$ cat src/rtl/rs_issue_scheduler.sv
// -----------------------------------------------------------------------------
// rs_issue_scheduler
//   Reservation-station scheduler for one functional unit. Dispatched ops are
//   stored in a free entry together with a global dependency mask. The global
//   wakeup broadcast clears mask bits. The oldest ready entry is moved into a
//   one-deep valid/ready output register that feeds the FU.
//
// Ports (TOT = NUM_FUS*RS_ENTRIES):
//   clk, rst         clock (rising edge), asynchronous active-high reset
//   disp_valid       dispatch request
//   disp_pkt         opaque payload to store
//   dependency_mask  bit g: op waits on global entry g
//   rs_entry_idx     entry the current dispatch will occupy
//   rs_full          no free entry, so a dispatch is not accepted
//   wakeup_vec       bit g: producer g completed this cycle
//   flush            synchronous squash of all station state
//   issue_valid      output register holds an issued op
//   issue_ready      FU accepts the op
//   issue_pkt        issued payload
//   issue_gid        global id of the issued entry
//   occupancy        valid entries in the station (output register excluded)
// -----------------------------------------------------------------------------
module rs_issue_scheduler #(
    parameter int NUM_FUS    = 4,
    parameter int RS_ENTRIES = 4,
    parameter int FU_ID      = 0,
    parameter int PKT_W      = 64,
    localparam int TOT       = NUM_FUS * RS_ENTRIES,
    localparam int IDX_W     = $clog2(RS_ENTRIES),
    localparam int GID_W     = $clog2(TOT),
    localparam int OCC_W     = $clog2(RS_ENTRIES) + 1
) (
    input  logic             clk,
    input  logic             rst,
    input  logic             disp_valid,
    input  logic [PKT_W-1:0] disp_pkt,
    input  logic [TOT-1:0]   dependency_mask,
    output logic [IDX_W-1:0] rs_entry_idx,
    output logic             rs_full,
    input  logic [TOT-1:0]   wakeup_vec,
    input  logic             flush,
    output logic             issue_valid,
    input  logic             issue_ready,
    output logic [PKT_W-1:0] issue_pkt,
    output logic [GID_W-1:0] issue_gid,
    output logic [OCC_W-1:0] occupancy
);

    localparam int unsigned BASE_GID = FU_ID * RS_ENTRIES;

    typedef enum logic {
        ST_EMPTY = 1'b0,
        ST_FULL  = 1'b1
    } out_state_e;

    out_state_e              state_q, state_d;
    logic [RS_ENTRIES-1:0]   valid_q, valid_d;
    logic [TOT-1:0]          mask_q  [RS_ENTRIES];
    logic [TOT-1:0]          mask_d  [RS_ENTRIES];
    logic [PKT_W-1:0]        pkt_q   [RS_ENTRIES];
    logic [PKT_W-1:0]        pkt_d   [RS_ENTRIES];
    // older_q[i][j] = 1: entry i was allocated before entry j
    logic [RS_ENTRIES-1:0]   older_q [RS_ENTRIES];
    logic [RS_ENTRIES-1:0]   older_d [RS_ENTRIES];
    logic [PKT_W-1:0]        issue_pkt_q, issue_pkt_d;
    logic [GID_W-1:0]        issue_gid_q, issue_gid_d;

    logic [IDX_W-1:0]        alloc_idx;
    logic                    alloc_found;
    logic [RS_ENTRIES-1:0]   ready;
    logic [RS_ENTRIES-1:0]   sel_oh;
    logic [IDX_W-1:0]        sel_idx;
    logic                    any_ready;
    logic                    load_en;
    logic [TOT-1:0]          own_bit;
    logic [OCC_W-1:0]        occ_cnt;

    // Lowest-index free entry, from registered valid bits only.
    always_comb begin
        alloc_idx   = '0;
        alloc_found = 1'b0;
        for (int unsigned i = 0; i < RS_ENTRIES; i++) begin
            if (!valid_q[i] && !alloc_found) begin
                alloc_idx   = IDX_W'(i);
                alloc_found = 1'b1;
            end
        end
    end

    // Oldest-ready select: an entry wins if no other ready entry is older.
    always_comb begin
        sel_oh  = '0;
        sel_idx = '0;
        for (int unsigned i = 0; i < RS_ENTRIES; i++) begin
            ready[i] = valid_q[i] & ~(|mask_q[i]);
        end
        for (int unsigned i = 0; i < RS_ENTRIES; i++) begin
            sel_oh[i] = ready[i];
            for (int unsigned j = 0; j < RS_ENTRIES; j++) begin
                if (ready[j] && older_q[j][i]) begin
                    sel_oh[i] = 1'b0;
                end
            end
        end
        for (int unsigned i = 0; i < RS_ENTRIES; i++) begin
            if (sel_oh[i]) begin
                sel_idx = IDX_W'(i);
            end
        end
        any_ready = |ready;
    end

    always_comb begin
        occ_cnt = '0;
        for (int unsigned i = 0; i < RS_ENTRIES; i++) begin
            occ_cnt = occ_cnt + OCC_W'(valid_q[i]);
        end
    end

    always_comb begin
        own_bit = '0;
        own_bit[GID_W'(BASE_GID) + GID_W'(alloc_idx)] = 1'b1;
    end

    always_comb begin
        state_d     = state_q;
        valid_d     = valid_q;
        mask_d      = mask_q;
        pkt_d       = pkt_q;
        older_d     = older_q;
        issue_pkt_d = issue_pkt_q;
        issue_gid_d = issue_gid_q;
        load_en     = (state_q == ST_EMPTY) || issue_ready;

        for (int unsigned i = 0; i < RS_ENTRIES; i++) begin
            if (valid_q[i]) begin
                mask_d[i] = mask_q[i] & ~wakeup_vec;
            end
        end

        if (load_en) begin
            if (any_ready) begin
                state_d          = ST_FULL;
                issue_pkt_d      = pkt_q[sel_idx];
                issue_gid_d      = GID_W'(BASE_GID) + GID_W'(sel_idx);
                valid_d[sel_idx] = 1'b0;
            end else begin
                state_d = ST_EMPTY;
            end
        end

        // The allocated slot is invalid and the issued one valid, so the two
        // updates never touch the same entry.
        if (disp_valid && !rs_full) begin
            valid_d[alloc_idx] = 1'b1;
            pkt_d[alloc_idx]   = disp_pkt;
            mask_d[alloc_idx]  = dependency_mask & ~wakeup_vec & ~own_bit;
            older_d[alloc_idx] = '0;
            for (int unsigned j = 0; j < RS_ENTRIES; j++) begin
                older_d[j][alloc_idx] = valid_q[j];
            end
        end

        if (flush) begin
            state_d = ST_EMPTY;
            valid_d = '0;
            for (int unsigned i = 0; i < RS_ENTRIES; i++) begin
                mask_d[i]  = '0;
                older_d[i] = '0;
            end
        end
    end

    always_ff @(posedge clk or posedge rst) begin
        if (rst) begin
            state_q     <= ST_EMPTY;
            valid_q     <= '0;
            issue_pkt_q <= '0;
            issue_gid_q <= '0;
            for (int unsigned i = 0; i < RS_ENTRIES; i++) begin
                mask_q[i]  <= '0;
                pkt_q[i]   <= '0;
                older_q[i] <= '0;
            end
        end else begin
            state_q     <= state_d;
            valid_q     <= valid_d;
            issue_pkt_q <= issue_pkt_d;
            issue_gid_q <= issue_gid_d;
            for (int unsigned i = 0; i < RS_ENTRIES; i++) begin
                mask_q[i]  <= mask_d[i];
                pkt_q[i]   <= pkt_d[i];
                older_q[i] <= older_d[i];
            end
        end
    end

    assign rs_entry_idx = alloc_idx;
    assign rs_full      = &valid_q;
    assign issue_valid  = (state_q == ST_FULL);
    assign issue_pkt    = issue_pkt_q;
    assign issue_gid    = issue_gid_q;
    assign occupancy    = occ_cnt;

endmodule

$ cat config.mk
export PLATFORM = sky130hd
export DESIGN_NAME = rs_issue_scheduler
export DESIGN_NICKNAME = d
export VERILOG_FILES = /design/src/rtl/rs_issue_scheduler.sv
export SDC_FILE = /design/constraint.sdc
export NUM_CORES = 1
export LEC_CHECK = 0
export ABC_AREA = 1
export BUFFER_PORTS_ARGS = -buffer_cell sky130_fd_sc_hd__buf_2
export CORE_UTILIZATION = 40
export CTS_CLUSTER_DIAMETER = 80
export CTS_CLUSTER_SIZE = 30
export DETAILED_ROUTE_END_ITERATION = 6
export MAX_ROUTING_LAYER = met4
export SKIP_LAST_GASP = 1
export SLEW_MARGIN = 40
export SYNTH_ARGS = -nofsm -noshare
export SYNTH_HDL_FRONTEND = slang
export SYNTH_SLANG_ARGS = --single-unit
$ cat constraint.sdc
create_clock -name clk -period 10.9 [get_ports clk]
set_clock_uncertainty 0.05 [all_clocks]
set_input_delay 0.545 -clock clk [delete_from_list [all_inputs] [get_ports clk]]
set_output_delay 0.545 -clock clk [all_outputs]
set_load 0.1 [all_outputs]
==> impl_metrics.csv, run 1 <==
group,metric,value,unit
logic_synthesis,synthTopCellsByCount,"nand2_1, dfrtp_1, o21ai_0",
die,dieArea,47100,um^2
clocking,clock_latency,0.58,ns
global_route,antenna_found_initial,5,
setup_path,worst_setup_path_end_kind,"output port",
global_route,grt_max_degree,158,
finish,layout-drive-gt1-share,12.0,%
clocking,cts.sinks,403,
timing,fin_tns_setup,0,ns
timing,finalSetupViolCount,0,
place,dp_slack,7.14,ns
clocking,clk_pin_slew,0.10,ns
timing,final-hold-violation-count,0,
global_route,grt_pass1_vias,14600,
drt,ant_nets,0,
logic_synthesis,yosysTopAreaCellShare,54.5,%
drt,drt_iter0_drc,1414,
die,start_util,40.7,%
timing,slew_headroom,43.4,%
pwr,leakagePower,10.3,nW
timing,tightestPinTransition,0.849,ns
drt,drc_errors,0,
setup_path,path_max_fanout,21,
drt,wl,51700,um
global_route,overflow,0,
timing,fin_ws,6.94,ns
clocking,cts_root_buffer,"clkbuf_16",
place,dp_hpwl,31400,um
drt,wl_per_cell,17.7,um
setup_path,worstPathRequired,10.31,ns
finish,fin_nets,2400,
run,maxCapViolations,0,
drt,vias,15100,
global_route,grtUsageTotal,22.9,%
logic_synthesis,syn-cell-area,18500,um^2
timing,fin_crit,3.96,ns
setup_path,cp_slowest_cell,"dfrtp_1",
place,port-buffer-count,173,
logic_synthesis,yosysMostFrequentCell,"nand2_1",
global_route,grt_first_pass_wirelength,82700,um
worst_hold_path,min_path_type,"primary input to flip-flop",
timing,fmax,0.252,GHz
pwr,powerDensity,232,nW/um^2
setup_path,start_kind,"flip-flop",
logic_synthesis,synth_async_sr_flop_share,100,%
finish,fillers,4570,
logic_synthesis,netlist_instances,2200,
logic_synthesis,syn_avg_cell_area,8.41,um^2
logic_synthesis,ys_warn_count,0,
logic_synthesis,seq_area_frac_synth,54.5,%
logic_synthesis,synth-seq-cells,403,
timing,slew_viol_final,0,
die,pin_count,176,
drt,vias_per_cell,5.16,
setup_path,crit_chain,"inv_1 -> fa_1 -> inv_1 -> ha_1 -> ha_1 -> buf_2",
finish,utilization,45.6,%
timing,rsz0062_at_grt,"no",
logic_synthesis,synth_edf_count,0,
die,dieHeight,217,um
logic_synthesis,synth.area.top_cells,"dfrtp_1, nand2_1, o21ai_0, nand3b_1, inv_1",
drt,dr.pass1.iters,5,
clocking,htreeDepth,1,
logic_synthesis,synth_cell_types,35,
setup_path,crit_buf_inv,3,
place,gp_congestion,0.846,
clocking,cts_tree,"yes",
setup_path,worst_path_dominant_cell_family,"adder cells",
clocking,clockBufferDepth,3,
logic_synthesis,synth_ff_type,"dfrtp_1",
finish,syn_to_final_growth,12.2,%
setup_path,arrival,3.37,ns
timing,min_period_over_period,36.4,%
setup_path,critPathMaxStageDelay,0.88,ns
logic_synthesis,synth_top_area_cell,"dfrtp_1",
clocking,numCtsBuffers,25,
die,die_w,217,um
die,rows,78,
pwr,peakVddDrop,0.178,mV
setup_path,crit_type,"flip-flop to output port",
status,outcome,"complete, no violations",
die,coreArea,45500,um^2
-- per-stage QoR --
stage | total power [mW] | std cells | area (um^2) | hold WS, ns
global route | 5.07 | 2916 | 20800 | 0.127
floorplan | 3.40 | 2201 | 18500 | 0.394
CTS | 4.86 | 2908 | 20700 | 0.116
global placement | 3.74 | 2860 | 19700 | 0.408
finish | 4.81 | 2916 | 20800 | 0.135
detailed placement | 3.77 | 2863 | 19800 | 0.414
-- layout make-up --
type                    instances  area, um^2  area share [%]
flip-flops and latches        403       10100            48.6
multi-input cells            1434        6930            33.4
repair buffers                202        1220            5.90
inverters                     227         863            4.16
well taps                     600         751            3.62
clock buffers                  27         633            3.05
clock inverters                18         259            1.25
diodes                          5        12.5          0.0603
-- what timing repair did --
| action | in CTS | in global routing |
|---|---|---|
| buffers inserted | 0 | 0 |
| hold buffers | 0 | 1 |
| endpoints found under the hold margin | 0 | 9 |
| gates resized for setup | 0 | 0 |
-- worst register-to-register path: stages (launching register included) --
cell and delay, ns:
dfrtp_1 0.88, ha_1 0.27, inv_1 0.06, nor2_1 0.27, nor2_1 0.17, nand2_1 0.14, nor2_1 0.07, buf_4 0.26
inv_4 0.49, buf_4 0.75, o21ai_0 0.23
-- state kept, by name (all words and copies together), names as in the netlist --
name,flops
pkt_q,256
issue_gid,2
issue_valid,1
mask_q,64
valid_q,4
issue_pkt,64
older_q,12
-- cells by family after synthesis --
group,count (synthesis),share of synthesized area (%)
other cells,1,0.0203
fa+ha+maj,6,0.446
buf+inv,364,8.15
compound gates,431,12.4
simple gates,995,24.5
flops,403,54.5
-- final timing paths --
check                           slack [ns]    startpoint  cells after the start            to
max in group asynchronous             8.83           rst                      6    mask_q[15]
worst max register to register        7.10    valid_q[0]                     10    pkt_q[193]
worst min-delay path                  0.13  disp_pkt[60]                      3     pkt_q[60]
worst min register to register        0.43     pkt_q[72]                      2     pkt_q[72]
min in group asynchronous             0.50           rst                      4    pkt_q[197]
worst max-delay path                  6.94    valid_q[0]                      6  occupancy[1]
-- cells in the final DEF (no fill, tap or decap), drive strengths merged, types with 4 or more instances in the layout --
cell type,netlist,routed
clkinv,1,7
diode,0,5
nand4,21,21
nand3b,123,123
dfrtp,403,403
o21ai,302,302
ha,5,5
a21boi,12,12
inv,226,237
a211oi,31,31
buf,83,201
nand2,592,592
nand3,158,158
nor2,97,97
clkbuf,54,27
o22ai,4,4
a21oi,78,78
-- power breakdown --
| part | switching, mW | leakage, nW | total [mW] | internal, mW |
|---|---|---|---|---|
| sequential | 0.200 | 4.93 | 2.03 | 1.83 |
| combinational | 1.34 | 4.95 | 1.71 | 0.369 |
| clock | 0.608 | 0.430 | 1.08 | 0.473 |
| total | 2.15 | 10.3 | 4.81 | 2.67 |
-- metal layers --
| layer | vias to the layer above | global-route usage (%) | wire length [um] |
|---|---|---|---|
| met3 | 45 | 2.99 | 3050 |
| met4 | 0 | 4.93 | 797 |
| met1 | 7279 | 31.7 | 23700 |
| met2 | 420 | 35.9 | 24100 |
| li1 | 7314 | - | - |
| met5 | - | - | 0 |
No activity file was read; power rests on OpenSTA's default activity.
==> inputs of run 2 (changes only) <==
==> constraint.sdc (replaced) <==
create_clock -name clk -period 3.6 [get_ports clk]
set_clock_uncertainty 0.05 [all_clocks]
set_input_delay 0.18 -clock clk [delete_from_list [all_inputs] [get_ports clk]]
set_output_delay 0.18 -clock clk [all_outputs]
set_load 0.1 [all_outputs]
==> impl_metrics.csv, run 2 (synthesis results as in run 1) <==
group,metric,value,unit
die,dieHeight,217,um
pwr,powerDensity,665,nW/um^2
place,place_inst,2879,
timing,fin_ws,0.172,ns
global_route,grt_first_pass_wirelength,85000,um
finish,utilization,48.5,%
timing,fmax,0.292,GHz
clocking,cts.sinks,403,
timing,final-hold-violation-count,0,
timing,tightestPinTransition,0.813,ns
clocking,cts_root_buffer,"clkbuf_16",
drt,vias_per_cell,5.15,
status,outcome,"complete, no violations",
die,dieArea,47100,um^2
setup_path,start_kind,"flip-flop",
drt,vias,15700,
drt,wl_per_cell,17.4,um
run,maxCapViolations,0,
die,coreArea,45500,um^2
finish,syn_to_final_growth,19.3,%
finish,largest_reg_flops,256,
place,dp_slack,0.707,ns
global_route,grt_max_degree,110,
worst_hold_path,min_path_type,"primary input to flip-flop",
drt,wl,53100,um
pwr,leakagePower,10.9,nW
timing,fin_tns_setup,0,ns
die,rows,78,
finish,fin_cells,3046,
clocking,cts_tree,"yes",
global_route,antenna_found_initial,2,
setup_path,crit_type,"flip-flop to output port",
die,pin_count,176,
finish,mostFrequentLayoutCell,"nand2_1",
clocking,post-cts-setup-buffer-count,0,
timing,min_period_over_period,95.2,%
timing,finalSetupViolCount,0,
finish,layout-drive-gt1-share,11.9,%
clocking,clk_pin_slew,0.10,ns
clocking,clockBufferDepth,3,
setup_path,worstPathRequired,3.37,ns
timing,rsz0062_at_grt,"no",
global_route,grtUsageTotal,23.4,%
clocking,clock_latency,0.60,ns
clocking,cts.hold.buffers_added,122,
finish,fin_nets,2534,
clocking,htreeDepth,1,
place,gp_congestion,0.903,
drt,ant_nets,0,
timing,slew_headroom,45.7,%
pwr,peakVddDrop,0.566,mV
setup_path,arrival,3.20,ns
timing,fin_crit,3.43,ns
die,start_util,40.7,%
global_route,grt_pass1_vias,15300,
clocking,cts_resized,0,
place,dp_hpwl,32700,um
timing,slew_viol_final,0,
finish,mostFrequentLayoutCells,"nand2_1, dfrtp_1, o21ai_0",
drt,drc_errors,0,
clocking,numCtsBuffers,24,
setup_path,worst_setup_path_end_kind,"output port",
finish,fillers,4429,
drt,drt_iter0_drc,1477,
global_route,overflow,0,
finish,top_register,"pkt_q",
place,port-buffer-count,173,
drt,dr.pass1.iters,7,
setup_path,path_max_fanout,13,
die,die_w,217,um
run 2: area by class of cell:
type,instances,area (um^2),area share (%)
diodes,2,5.00,0.0227
clock buffers,26,618,2.80
clock inverters,17,219,0.993
inverters,227,863,3.91
multi-input cells,1434,6930,31.4
flip-flops and latches,403,10100,45.7
well taps,600,751,3.40
repair buffers,337,2590,11.7
run 2: worst paths after layout:
path / start / end / slack [ns] / cells past startpoint
hold reg to reg: pkt_q[121] / pkt_q[121] / 0.43 / 2
hold / removal: flush / valid_q[2] / 0.09 / 3
setup reg to reg: valid_q[1] / mask_q[57] / 0.33 / 11
setup / recovery: valid_q[1] / occupancy[1] / 0.17 / 7
max in group asynchronous: rst / pkt_q[231] / 2.27 / 5
min in group asynchronous: rst / pkt_q[139] / 0.14 / 3
run 2: worst max-delay path: stages, from the launching register on:
cell and delay [ns]:
dfrtp_1 0.68, buf_4 0.26, inv_1 0.15, fa_1 0.54, inv_1 0.05, ha_1 0.17
ha_1 0.31, buf_2 0.43
run 2: stage by stage:
stage          hold slack [ns]  total power [mW]  area, um^2
2_1_floorplan            0.218              10.3       18500
3_3_place_gp             0.207              11.4       20000
3_5_place_dp             0.205              11.5       20000
4_1_cts                 0.0646              14.8       22100
5_1_grt                  0.117              15.4       22100
6_report                0.0924              14.7       22100
run 2: where the power goes:
group          total (mW)  switching (mW)  internal (mW)
registers            6.15           0.617           5.53
clock network        3.19            1.77           1.42
logic                5.32            4.10           1.23
total                14.7            6.48           8.18
run 2: layer usage:
metal | GRT usage (%) | wire, um
met4 | 4.51 | 715
met3 | 2.88 | 3080
met2 | 37.3 | 24800
met1 | 32.2 | 24500
met5 | - | 0
